## src/rtl/dnn_feed_ctrl_if.sv

```systemverilog
// Host and core signal bundle for dnn_feed_ctrl.
// master = controller side, slave = host/core environment side.
interface dnn_feed_ctrl_if;
    logic                load_valid;
    logic [4:0]          load_data;
    logic                load_ready;
    logic [19:0]         x_flat;
    logic [139:0]        w_flat;
    logic                in_ready;
    logic signed [16:0]  out0;
    logic signed [16:0]  out1;
    logic                out0_ready;
    logic                out1_ready;
    logic                res_valid;
    logic                res_ack;
    logic signed [16:0]  res0;
    logic signed [16:0]  res1;
    logic                res_err;
    logic                busy;

    modport master (
        input  load_valid, load_data,
        input  out0, out1, out0_ready, out1_ready,
        input  res_ack,
        output load_ready, x_flat, w_flat, in_ready,
        output res_valid, res0, res1, res_err, busy
    );

    modport slave (
        output load_valid, load_data,
        output out0, out1, out0_ready, out1_ready,
        output res_ack,
        input  load_ready, x_flat, w_flat, in_ready,
        input  res_valid, res0, res1, res_err, busy
    );
endinterface

```

## src/rtl/dnn_feed_ctrl.sv

```systemverilog
// Host-side feeder for the dnn_opt_mult core: serial load, one-cycle
// launch, dual result capture with timeout, valid/ack return to host.
module dnn_feed_ctrl #(
    parameter int TIMEOUT_CYCLES = 32,
    parameter int CNT_W          = 6
) (
    input  logic               clk,
    input  logic               rst_n,
    dnn_feed_ctrl_if.master    bus
);
    typedef enum logic [1:0] {
        S_LOAD,
        S_FIRE,
        S_WAIT,
        S_DONE
    } state_t;

    state_t             r_state;
    state_t             w_next;
    logic [CNT_W-1:0]   r_wcnt;
    logic [CNT_W-1:0]   r_tcnt;
    logic [19:0]        r_x;
    logic [139:0]       r_w;
    logic signed [16:0] r_res0;
    logic signed [16:0] r_res1;
    logic               r_s0;
    logic               r_s1;
    logic               r_err;

    logic w_accept;
    logic w_last;
    logic w_run;
    logic w_cap0;
    logic w_cap1;
    logic w_both;
    logic w_tout;

    assign w_accept = (r_state == S_LOAD) && bus.load_valid;
    assign w_last   = w_accept && (r_wcnt == CNT_W'(31));
    assign w_run    = (r_state == S_FIRE) || (r_state == S_WAIT);
    assign w_cap0   = w_run && bus.out0_ready;
    assign w_cap1   = w_run && bus.out1_ready;
    assign w_both   = (r_s0 | w_cap0) & (r_s1 | w_cap1);
    // the counter value seen here is one behind the cycle being finished
    assign w_tout   = w_run && (r_tcnt == CNT_W'(TIMEOUT_CYCLES - 1));

    always_ff @(posedge clk or negedge rst_n) begin
        if (!rst_n) begin
            r_state <= S_LOAD;
        end else begin
            r_state <= w_next;
        end
    end

    always_comb begin
        w_next = r_state;
        unique case (r_state)
            S_LOAD: if (w_last) w_next = S_FIRE;
            S_FIRE,
            S_WAIT: begin
                if (w_both || w_tout) w_next = S_DONE;
                else                  w_next = S_WAIT;
            end
            S_DONE: if (bus.res_ack) w_next = S_LOAD;
            default: w_next = S_LOAD;
        endcase
    end

    always_ff @(posedge clk or negedge rst_n) begin
        if (!rst_n) begin
            r_wcnt <= '0;
            r_tcnt <= '0;
            r_x    <= '0;
            r_w    <= '0;
            r_res0 <= '0;
            r_res1 <= '0;
            r_s0   <= 1'b0;
            r_s1   <= 1'b0;
            r_err  <= 1'b0;
        end else begin
            if (w_accept) begin
                for (int k = 0; k < 4; k++)
                    if (r_wcnt == CNT_W'(k))
                        r_x[5*k +: 5] <= bus.load_data;
                for (int k = 0; k < 28; k++)
                    if (r_wcnt == CNT_W'(k + 4))
                        r_w[5*k +: 5] <= bus.load_data;
                r_wcnt <= w_last ? '0 : r_wcnt + 1'b1;
            end
            // a fresh launch wipes stale results so a timeout reads 0
            if (w_last) begin
                r_tcnt <= '0;
                r_s0   <= 1'b0;
                r_s1   <= 1'b0;
                r_res0 <= '0;
                r_res1 <= '0;
                r_err  <= 1'b0;
            end
            if (w_run) begin
                r_tcnt <= r_tcnt + 1'b1;
                if (w_cap0) begin
                    r_res0 <= bus.out0;
                    r_s0   <= 1'b1;
                end
                if (w_cap1) begin
                    r_res1 <= bus.out1;
                    r_s1   <= 1'b1;
                end
                if (!w_both && w_tout) r_err <= 1'b1;
            end
        end
    end

    assign bus.load_ready = (r_state == S_LOAD);
    assign bus.busy       = (r_state != S_LOAD);
    assign bus.in_ready   = (r_state == S_FIRE);
    assign bus.res_valid  = (r_state == S_DONE);
    assign bus.x_flat     = r_x;
    assign bus.w_flat     = r_w;
    assign bus.res0       = r_res0;
    assign bus.res1       = r_res1;
    assign bus.res_err    = r_err;
endmodule

```

## src/flat_wrapper.sv

```systemverilog
// flat-port wrapper written by rule: the top's interface ports become plain ports
module dnn_feed_ctrl_flat 
#(
    parameter int TIMEOUT_CYCLES = 32,
    parameter int CNT_W          = 6
)
  (clk, rst_n, bus_load_valid, bus_load_data, bus_out0, bus_out1, bus_out0_ready, bus_out1_ready, bus_res_ack, bus_load_ready, bus_x_flat, bus_w_flat, bus_in_ready, bus_res_valid, bus_res0, bus_res1, bus_res_err, bus_busy);
  dnn_feed_ctrl_if bus_i ();
  input  logic clk;
  input  logic rst_n;
  input wire logic [$bits(bus_i.load_valid)-1:0] bus_load_valid;
  input wire logic [$bits(bus_i.load_data)-1:0] bus_load_data;
  input wire logic [$bits(bus_i.out0)-1:0] bus_out0;
  input wire logic [$bits(bus_i.out1)-1:0] bus_out1;
  input wire logic [$bits(bus_i.out0_ready)-1:0] bus_out0_ready;
  input wire logic [$bits(bus_i.out1_ready)-1:0] bus_out1_ready;
  input wire logic [$bits(bus_i.res_ack)-1:0] bus_res_ack;
  output wire logic [$bits(bus_i.load_ready)-1:0] bus_load_ready;
  output wire logic [$bits(bus_i.x_flat)-1:0] bus_x_flat;
  output wire logic [$bits(bus_i.w_flat)-1:0] bus_w_flat;
  output wire logic [$bits(bus_i.in_ready)-1:0] bus_in_ready;
  output wire logic [$bits(bus_i.res_valid)-1:0] bus_res_valid;
  output wire logic [$bits(bus_i.res0)-1:0] bus_res0;
  output wire logic [$bits(bus_i.res1)-1:0] bus_res1;
  output wire logic [$bits(bus_i.res_err)-1:0] bus_res_err;
  output wire logic [$bits(bus_i.busy)-1:0] bus_busy;
  assign bus_i.load_valid = bus_load_valid;
  assign bus_i.load_data = bus_load_data;
  assign bus_i.out0 = bus_out0;
  assign bus_i.out1 = bus_out1;
  assign bus_i.out0_ready = bus_out0_ready;
  assign bus_i.out1_ready = bus_out1_ready;
  assign bus_i.res_ack = bus_res_ack;
  assign bus_load_ready = bus_i.load_ready;
  assign bus_x_flat = bus_i.x_flat;
  assign bus_w_flat = bus_i.w_flat;
  assign bus_in_ready = bus_i.in_ready;
  assign bus_res_valid = bus_i.res_valid;
  assign bus_res0 = bus_i.res0;
  assign bus_res1 = bus_i.res1;
  assign bus_res_err = bus_i.res_err;
  assign bus_busy = bus_i.busy;
  dnn_feed_ctrl #(.TIMEOUT_CYCLES(TIMEOUT_CYCLES), .CNT_W(CNT_W)) u_core (.clk(clk), .rst_n(rst_n), .bus(bus_i));
endmodule
```

## config.mk

```make
export PLATFORM = sky130hd
export DESIGN_NAME = dnn_feed_ctrl_flat
export DESIGN_NICKNAME = d
export VERILOG_FILES = /design/src/rtl/dnn_feed_ctrl_if.sv /design/src/rtl/dnn_feed_ctrl.sv /design/src/flat_wrapper.sv
export SDC_FILE = /design/constraint.sdc
export NUM_CORES = 1
export LEC_CHECK = 0
export BUFFER_PORTS_ARGS = -buffer_cell sky130_fd_sc_hd__clkbuf_2
export CAP_MARGIN = 20
export CORE_ASPECT_RATIO = 1.1
export CORE_MARGIN = 1.5
export CORE_UTILIZATION = 52
export CTS_CLUSTER_DIAMETER = 30
export DETAILED_ROUTE_END_ITERATION = 8
export PLACE_DENSITY = 0.87
export SYNTH_ARGS = -nofsm -noshare
export SYNTH_HDL_FRONTEND = slang
export SYNTH_SLANG_ARGS = --single-unit
```

## constraint.sdc

```tcl
create_clock -name clk -period 2.24 [get_ports clk]
set_input_delay 0.224 -clock clk [delete_from_list [all_inputs] [get_ports clk]]
set_output_delay 0.224 -clock clk [all_outputs]
set_load 0.005 [all_outputs]
```

Yosys cells after proc, flatten, opt, wreduce, memory -nomap -nowiden. Index checks and enable logic that the tools add are counted.

Add/subtract/negate cells: 2. Multipliers: 0. Div/mod/pow operators: 0. Magnitude comparators: 0. Equality and inequality tests: 37. Shifts and indexed selects: 0. Multiplexer cells: 22. Bitwise operators: 3. Reduce and logical (&&, ||, !) cells: 47.

Operators by type and width (number): $eq 6x5->1 const B (17); $mux 17 (6); $reduce_and 2->1 (33); $eq 6x4->1 const B (8); $eq 6x3->1 const B (4); $mux 6 (3); $add 6x1->6 const B (2); $eq 6x2->1 const B (2); $mux 1 (10); $eq 6x1->1 const B (1); $logic_and 1x1->1 (6); $logic_not 6->1 (1); $pmux 2 s3 (1); $eq 2x2->1 const B (2); $mux 2 (2); $reduce_bool 2->1 (2); $eq 2x1->1 const B (1); $logic_not 2->1 (1); $logic_or 1x1->1 (2); $ne 2x1->1 const B (1); $ne 2x2->1 const B (1); $or 1x1->1 (2); $reduce_or 2->1 (1); $and 1x1->1 (1); $logic_not 1->1 (1).

Register bits after elaboration: 211. Bits in latches: 0. Memory bits (writable): 0. Memory bits (read-only): 0. Bits of input ports: 45. Output and inout bits: 199. Word-level logic and storage cells: 151. Memories kept: 0.

Logic depth before layout (Yosys ltp). Gate-level depths: netlist (run 1).

Depth after elaboration: 9. Depth in mapped cells: 9. Gate-level depth less buffers: 6.

Worst setup path after synthesis (run 1). No wires, ideal clock.

Kind: register -> register. Start point: register u_core.r_state[0]. End point: register u_core.r_w[0] (netlist: u_core.bus.w_flat[0]). Library setup time: 0.125 ns. Data arrival time: 1.729 ns. Data required time: 2.115 ns. Path slack: 0.386 ns. Cell stages (with the launch flop): 8. Path through: dfrtp_1 inv_1 ha_1 and2_1 buf_2 nand3_1 nor2_1 mux2_2.

Cells in the longest elaborated chain, start to end: 3.

Ends and longest elaborated chain: from (decl) (line dnn_feed_ctrl.sv:18) `state_t r_state;`; from (signal assigned) (line dnn_feed_ctrl.sv:51) `r_state <= w_next;`; $logic_not 2->1; net bus_load_ready (line flat_wrapper.sv:18) `output wire logic [$bits(bus_i.load_ready)-1:0] bus_load_ready;`; $logic_and 1x1->1 (line dnn_feed_ctrl.sv:38) `assign w_accept = (r_state == S_LOAD) && bus.load_valid;`; $reduce_and 2->1 (no source line); to (signal, indexed assignment) (line dnn_feed_ctrl.sv:87) `r_w[5*k +: 5] <= bus.load_data;`; to (decl) (line dnn_feed_ctrl.sv:23) `logic [139:0] r_w;`.

The timed path passes the listed nets, and every way through them passes these cells. A chain may end at the register's enable or synchronous reset.

Worst setup path after layout (run 1).
Start point: register u_core.r_state[1]. End point: register u_core.r_w[124] (netlist: u_core.bus.w_flat[124]).

Cells in the longest elaborated chain, start to end: 3.

Ends and longest elaborated chain (line): $logic_not 2->1 (dnn_feed_ctrl.sv:38); $logic_and 1x1->1 (dnn_feed_ctrl.sv:38); $reduce_and 2->1 (no source line).

No other way between the ends.

==> run metrics, run 1 <==
outcome=complete, no violations; Layout Skew=between 0.015 and 0.02 ns; Netlist cell types=36; root buffer cell=clkbuf_16; Synth Instances=about 640; CTS Buffer Depth=3; layout cells sized above 1=0.518; slowest CP cell=dfrtp_1; Register-to-Register Setup Slack=0.13 ns; Ant. Diodes=0; FP Rows=48; Final Hold Fails=0; post-detail-place hpwl=14300 µm; CP Class=register to register; CP Capture Type=register; mean post-synth cell area=~13 µm²; Slew Limit Fails=0; area grow syn2layout=38.7%; final hold slack=around 0.092 ns; mux cell area share after synthesis=0.212; I/O Buffers=approximately 240; Reg2Reg Depth=7; first-pass GRT wire length=36500 µm; Post-Synthesis Net Count=between 600 and 700; HP Class=primary input to register; Synth Cell Area=around 0.0084 mm²; share of the synthesized area in the top cell type=0.626; Placed Cells=approximately 1100; Adder-Cell Fraction of Synth Area=0.0119; Period minus WS final=about 2.1 ns; Final ANT Viol Nets=0; drt first pass iters=4; drt wl/cell=between 15 and 20 µm; final global-route overflow total=0; Worst-Skew Late Latency=0.51 ns; largest net degree at the start of global routing=between 60 and 70; routed wire length=between 20000 and 25000 µm; starting density of the core=0.534; sequential share of the synthesized area=0.626; CTS clk-pin slew, worst paths=~0.05 ns; Final WS setup=around 0.13 ns; Setup-failing EPs final=0; worst path bufs/invs=2; Max transition margin=0.444; # DRC=0; Net count, final=1005; cell count along the critical path=7; xor-xnor portion of the synthesized cell area=0.00519; Critical Path Start Type=register; DIE HEIGHT=between 100 and 150 µm; Total GRT Usage=0.270; CTS tree=built; most frequent cells in the layout=242 x clkbuf_2, 211 x dfrtp_1, 154 x mux2_2, 103 x nand2_1, 41 x clkbuf_16; Main synth FF type=dfrtp_1; final non-filler cell total=approximately 1200; Simple-Gate Fraction of Synth Area=0.0933; post-route setup TNS=0 ns; Async SR Flop Fraction=1.00; pin slew with the least headroom to its limit=approximately 0.83 ns; WP data required=2.63 ns; hold path depth=3; worst-path maximum fanout=8; commonest non-fill, non-tap cell in the layout=clkbuf_2; biggest cell delay along the critical path=around 0.38 ns; # IOs=244; drt first-iter violations=240; EDFF count, synth=0; initial antenna violation count=0; Top Family by Delay on Critical Path=simple AND/OR/NAND/NOR gates; main combinational cell family by area after synthesis=multiplexers; pre-CTS setup slack=0.0978 ns; Max Freq=~0.47 GHz; Yosys warnings=0; Num CTS Buffers=40; top cells by area, synth=dfrtp_1 63%, mux2_2 21%, nand2_1 4.6%; max_cap viols=0; vias per cell=around 5.4; leading area contributor after synthesis=dfrtp_1; maximum VDD drop=roughly 0.0010 V; Tcrit/Tclk final=0.940; die width=roughly 120 µm; Seq cells post-synth=around 210; number of global-route vias before repair=~6900; LEAKAGE=just over 0.006 µW; Core Area=0.0158 mm²; die area=around 0.017 mm²; clk sinks=between 200 and 250; Power Density=between 1000 and 1500 mW/mm²; Worst Path Arrival=2.49 ns; H-Tree Depth=2; Synth Area in Compound Gates=0.0316; unrepaired setup endpoints after global routing=false; DR vias=6316; gpl congestion=around 0.80; cells along the critical path=inv_1, ha_1, and2_2, buf_4, nand3_2, nor2_2, mux2_2
==> metal layers <==
metal | global-route usage | wire length, µm
met3 | 0.101 | 1980
met4 | 0.0862 | 521
met1 | 0.313 | 8740
met2 | 0.466 | 11400
met5 | 0 | 0
==> power by group <==
group	total, µW	internal [µW]	switching (µW)	leakage (µW)
sequential	6170	5260	912	0.00277
combinational	4440	2230	2210	0.00267
clock	5940	4020	1920	0.000669
total	16600	11500	5050	0.00612
==> stage by stage <==
stage          instance area, µm²  total power [µW]   util
2_1_floorplan                8440              8250      -
3_3_place_gp                 9960             10300  0.631
3_5_place_dp                 9960             10500  0.631
4_1_cts                     11700             16600  0.740
5_1_grt                     11700             17500  0.741
6_report                    11700             16600  0.741
==> timing repair <==
action	in CTS	in global routing
hold buffers	37	0
setup endpoints to repair	0	70
buffers inserted	0	1
endpoints found under the hold margin	89	0
resized for setup	0	3
==> cell families (layout without fill, tap and decap cells) <==
family	count (synthesis)	count (layout)
XOR/XNOR	5	5
adder cells (fa/ha/maj)	8	8
AO/OA/AOI/OAI	49	49
flip-flops	211	211
buffers and inverters	42	379
multiplexers	159	159
AND/OR/NAND/NOR	168	168
==> worst reg2reg max path: stages, from the launching register on <==
cell     delay (ns)
dfrtp_1        0.38
inv_1          0.09
ha_1           0.22
and2_2         0.22
buf_4          0.19
nand3_2        0.19
nor2_2         0.34
mux2_2         0.38
==> state kept, by name, indices dropped and copies added, names as in the netlist <==
signal	flops
u_core.bus.res0	17
u_core.bus.res1	17
u_core.bus.res_err	1
u_core.bus.w_flat	140
u_core.bus.x_flat	20
u_core.r_s0	1
u_core.r_s1	1
u_core.r_state	2
u_core.r_tcnt	6
u_core.r_wcnt	6
==> worst paths after layout <==
check                                              startpoint                                 end
setup / recovery                u_core.r_state[1]$_DFFE_PN0P_  u_core.bus.w_flat[124]$_DFFE_PN0P_
hold / removal                                 bus_load_valid        u_core.r_wcnt[2]$_DFFE_PN0P_
setup reg to reg                u_core.r_state[1]$_DFFE_PN0P_  u_core.bus.w_flat[124]$_DFFE_PN0P_
hold reg to reg            u_core.bus.w_flat[138]$_DFFE_PN0P_  u_core.bus.w_flat[138]$_DFFE_PN0P_
max in group asynchronous                               rst_n    u_core.bus.x_flat[4]$_DFFE_PN0P_
min in group asynchronous                               rst_n        u_core.bus.res0[6]$_DFF_PN0_
==> final cells by class <==
class,instances,area [µm²]
clock buffer,50,1130
sequential,211,5280
timing repair buffer,304,1800
multi-input combinational,389,3000
inverter,6,22.5
clock inverter,19,223
fill,997,4090
tap,200,250
==> Yosys cell counts, types with 4 or more instances <==
cell type and n:
and2_1 4, ha_1 8, dfrtp_1 211, buf_2 8
nor2_2 11, inv_1 6, nand2_1 103, clkbuf_1 24
mux2_2 154, nand4_1 7, nand2b_1 6, o21ai_0 38
nand3_1 8, nor2_1 16
Note: power is estimated with default switching activity, not from simulation.
==> run 2, diff against run 1 <==
Settings changed: PLACE_DENSITY 0.87 to 0.8.
==> run 2 against run 1 <==
Against the previous run: register-to-register slack better by 0.07 ns; setup slack better by 0.072 ns; critical path depth down 1; critical path type unchanged; combinational power about the same; critical endpoint is now u_core.bus.w_flat[3]$_DFFE_PN0P_; largest cell class unchanged; sequential cell count unchanged; clock skew up 0.0022 ns.
==> run metrics, run 2 (same netlist as run 1, synthesis figures left out) <==
biggest cell delay along the critical path=~0.4 ns; Worst Path Arrival=between 2 and 2.5 ns; die width=124 µm; initial antenna violation count=0; first-pass GRT wire length=approximately 35000 µm; # DRC=0; Period minus WS final=~2 ns; unrepaired setup endpoints after global routing=false; final global-route overflow total=0; worst-path maximum fanout=9; Multi-input gate area=around 0.003 mm²; Register-to-Register Setup Slack=0.21 ns; CP Capture Type=register; routed wire length=21600 µm; number of global-route vias before repair=~6500; DIE HEIGHT=between 100 and 150 µm; area grow syn2layout=39.0%; Final Hold Fails=0; post-detail-place hpwl=around 14000 µm; Ant. Diodes=0; # IOs=about 240; max reg flops=140; Final Util=0.742; Final ANT Viol Nets=0; drt first pass iters=4; H-Tree Depth=2; Worst-Skew Late Latency=roughly 0.51 ns; starting density of the core=0.534; largest net degree at the start of global routing=a little over 80; pin slew with the least headroom to its limit=between 0.8 and 0.9 ns; vias per cell=between 5 and 6; Layout Skew=between 0.015 and 0.02 ns; most frequent cells in the layout=242 x clkbuf_2, 211 x dfrtp_1, 154 x mux2_2, 103 x nand2_1, 41 x clkbuf_16; Num CTS Buffers=38; max_cap viols=0; drt wl/cell=approximately 18 µm; maximum VDD drop=between 0.0009 and 0.001 V; CTS tree=built; outcome=complete, no violations; slowest CP cell=dfrtp_1; FP Rows=48; fin area=between 0.01 and 0.015 mm²; DR vias=6176; Critical Path Start Type=register; die area=0.0170 mm²; drt first-iter violations=258; cells along the critical path=inv_1, ha_1, and2_2, nand3_1, nor2_1, mux2_2; gpl congestion=a little under 0.8; Placed Cells=approximately 1100; CTS Buffer Depth=3; root buffer cell=clkbuf_16; commonest non-fill, non-tap cell in the layout=clkbuf_2; layout cells sized above 1=0.518; CP Class=register to register; HP Class=primary input to register; clk sinks=211; CTS clk-pin slew, worst paths=about 0.05 ns; WP data required=2.62 ns; sequential cell area=between 0.005 and 0.006 mm²; I/O Buffers=roughly 240; Setup-failing EPs final=0; Net count, final=~1000; post-CTS setup buffers=0; final non-filler cell total=between 1000 and 1500; LEAKAGE=0.00610 µW; worst path bufs/invs=1; Max transition margin=0.464; Overall Power=16600 µW; Slew Limit Fails=0; Core Area=roughly 0.016 mm²; Power Density=1420 mW/mm²; Max Freq=roughly 0.5 GHz; Total GRT Usage=0.255; Top Family by Delay on Critical Path=simple AND/OR/NAND/NOR gates; Area after DPL=around 0.01 mm²; Tcrit/Tclk final=0.908; post-route setup TNS=0 ns; Fill cells=1061
run 2: per-stage QoR:
stage                     setup WS, ns  hold WS (ns)
after CTS                       0.0429        0.0817
after global routing            0.0372         0.120
after global placement           0.146         0.308
final                            0.207         0.102
after floorplan                  0.386       -0.0716
after detailed placement        0.0543         0.310
run 2: path summary, 6_finish.rpt:
kind | from | endpoint | cells past startpoint
min | bus_res_ack | u_core.r_state[0]$_DFFE_PN0P_ | 4
max reg2reg | u_core.r_state[0]$_DFFE_PN0P_ | u_core.bus.w_flat[3]$_DFFE_PN0P_ | 6
min reg2reg | u_core.bus.w_flat[135]$_DFFE_PN0P_ | u_core.bus.w_flat[135]$_DFFE_PN0P_ | 2
max | u_core.r_state[0]$_DFFE_PN0P_ | u_core.bus.w_flat[3]$_DFFE_PN0P_ | 6
min in group asynchronous | rst_n | u_core.bus.res0[0]$_DFF_PN0_ | 2
max in group asynchronous | rst_n | u_core.bus.w_flat[121]$_DFFE_PN0P_ | 3
run 2: worst register-to-register path, stage by stage, from the launching register on:
cell and delay (ns):
dfrtp_1 0.40, inv_1 0.07, ha_1 0.20, and2_2 0.28, nand3_1 0.18, nor2_1 0.40
mux2_2 0.39
run 2: power by group:
| part | total, µW | internal, µW | switching [µW] |
|---|---|---|---|
| Sequential | 6130 | 5250 | 879 |
| Combinational | 4420 | 2230 | 2190 |
| Clock | 6040 | 4130 | 1910 |
| Total | 16600 | 11600 | 4980 |
run 2: final cells by class:
type,count,share of cell area
clock inverter,21,0.0248
tap,200,0.0213
sequential,211,0.450
timing repair buffer,302,0.154
multi-input combinational,389,0.255
inverter,6,0.00192
clock buffer,48,0.0923
run 2: layer usage:
layer	GRT usage	up-vias	routed length, µm
met5	0	-	0
met4	0.0881	0	472
met3	0.0723	38	1630
met2	0.428	239	10600
met1	0.322	3078	8830
li1	-	2821	-
run 2: repair_timing:
| item | in CTS | in global routing |
|---|---|---|
| endpoints found under the setup margin | 0 | 75 |
| hold buffers | 36 | 0 |
| resized for setup | 0 | 4 |
| endpoints found under the hold margin | 108 | 0 |
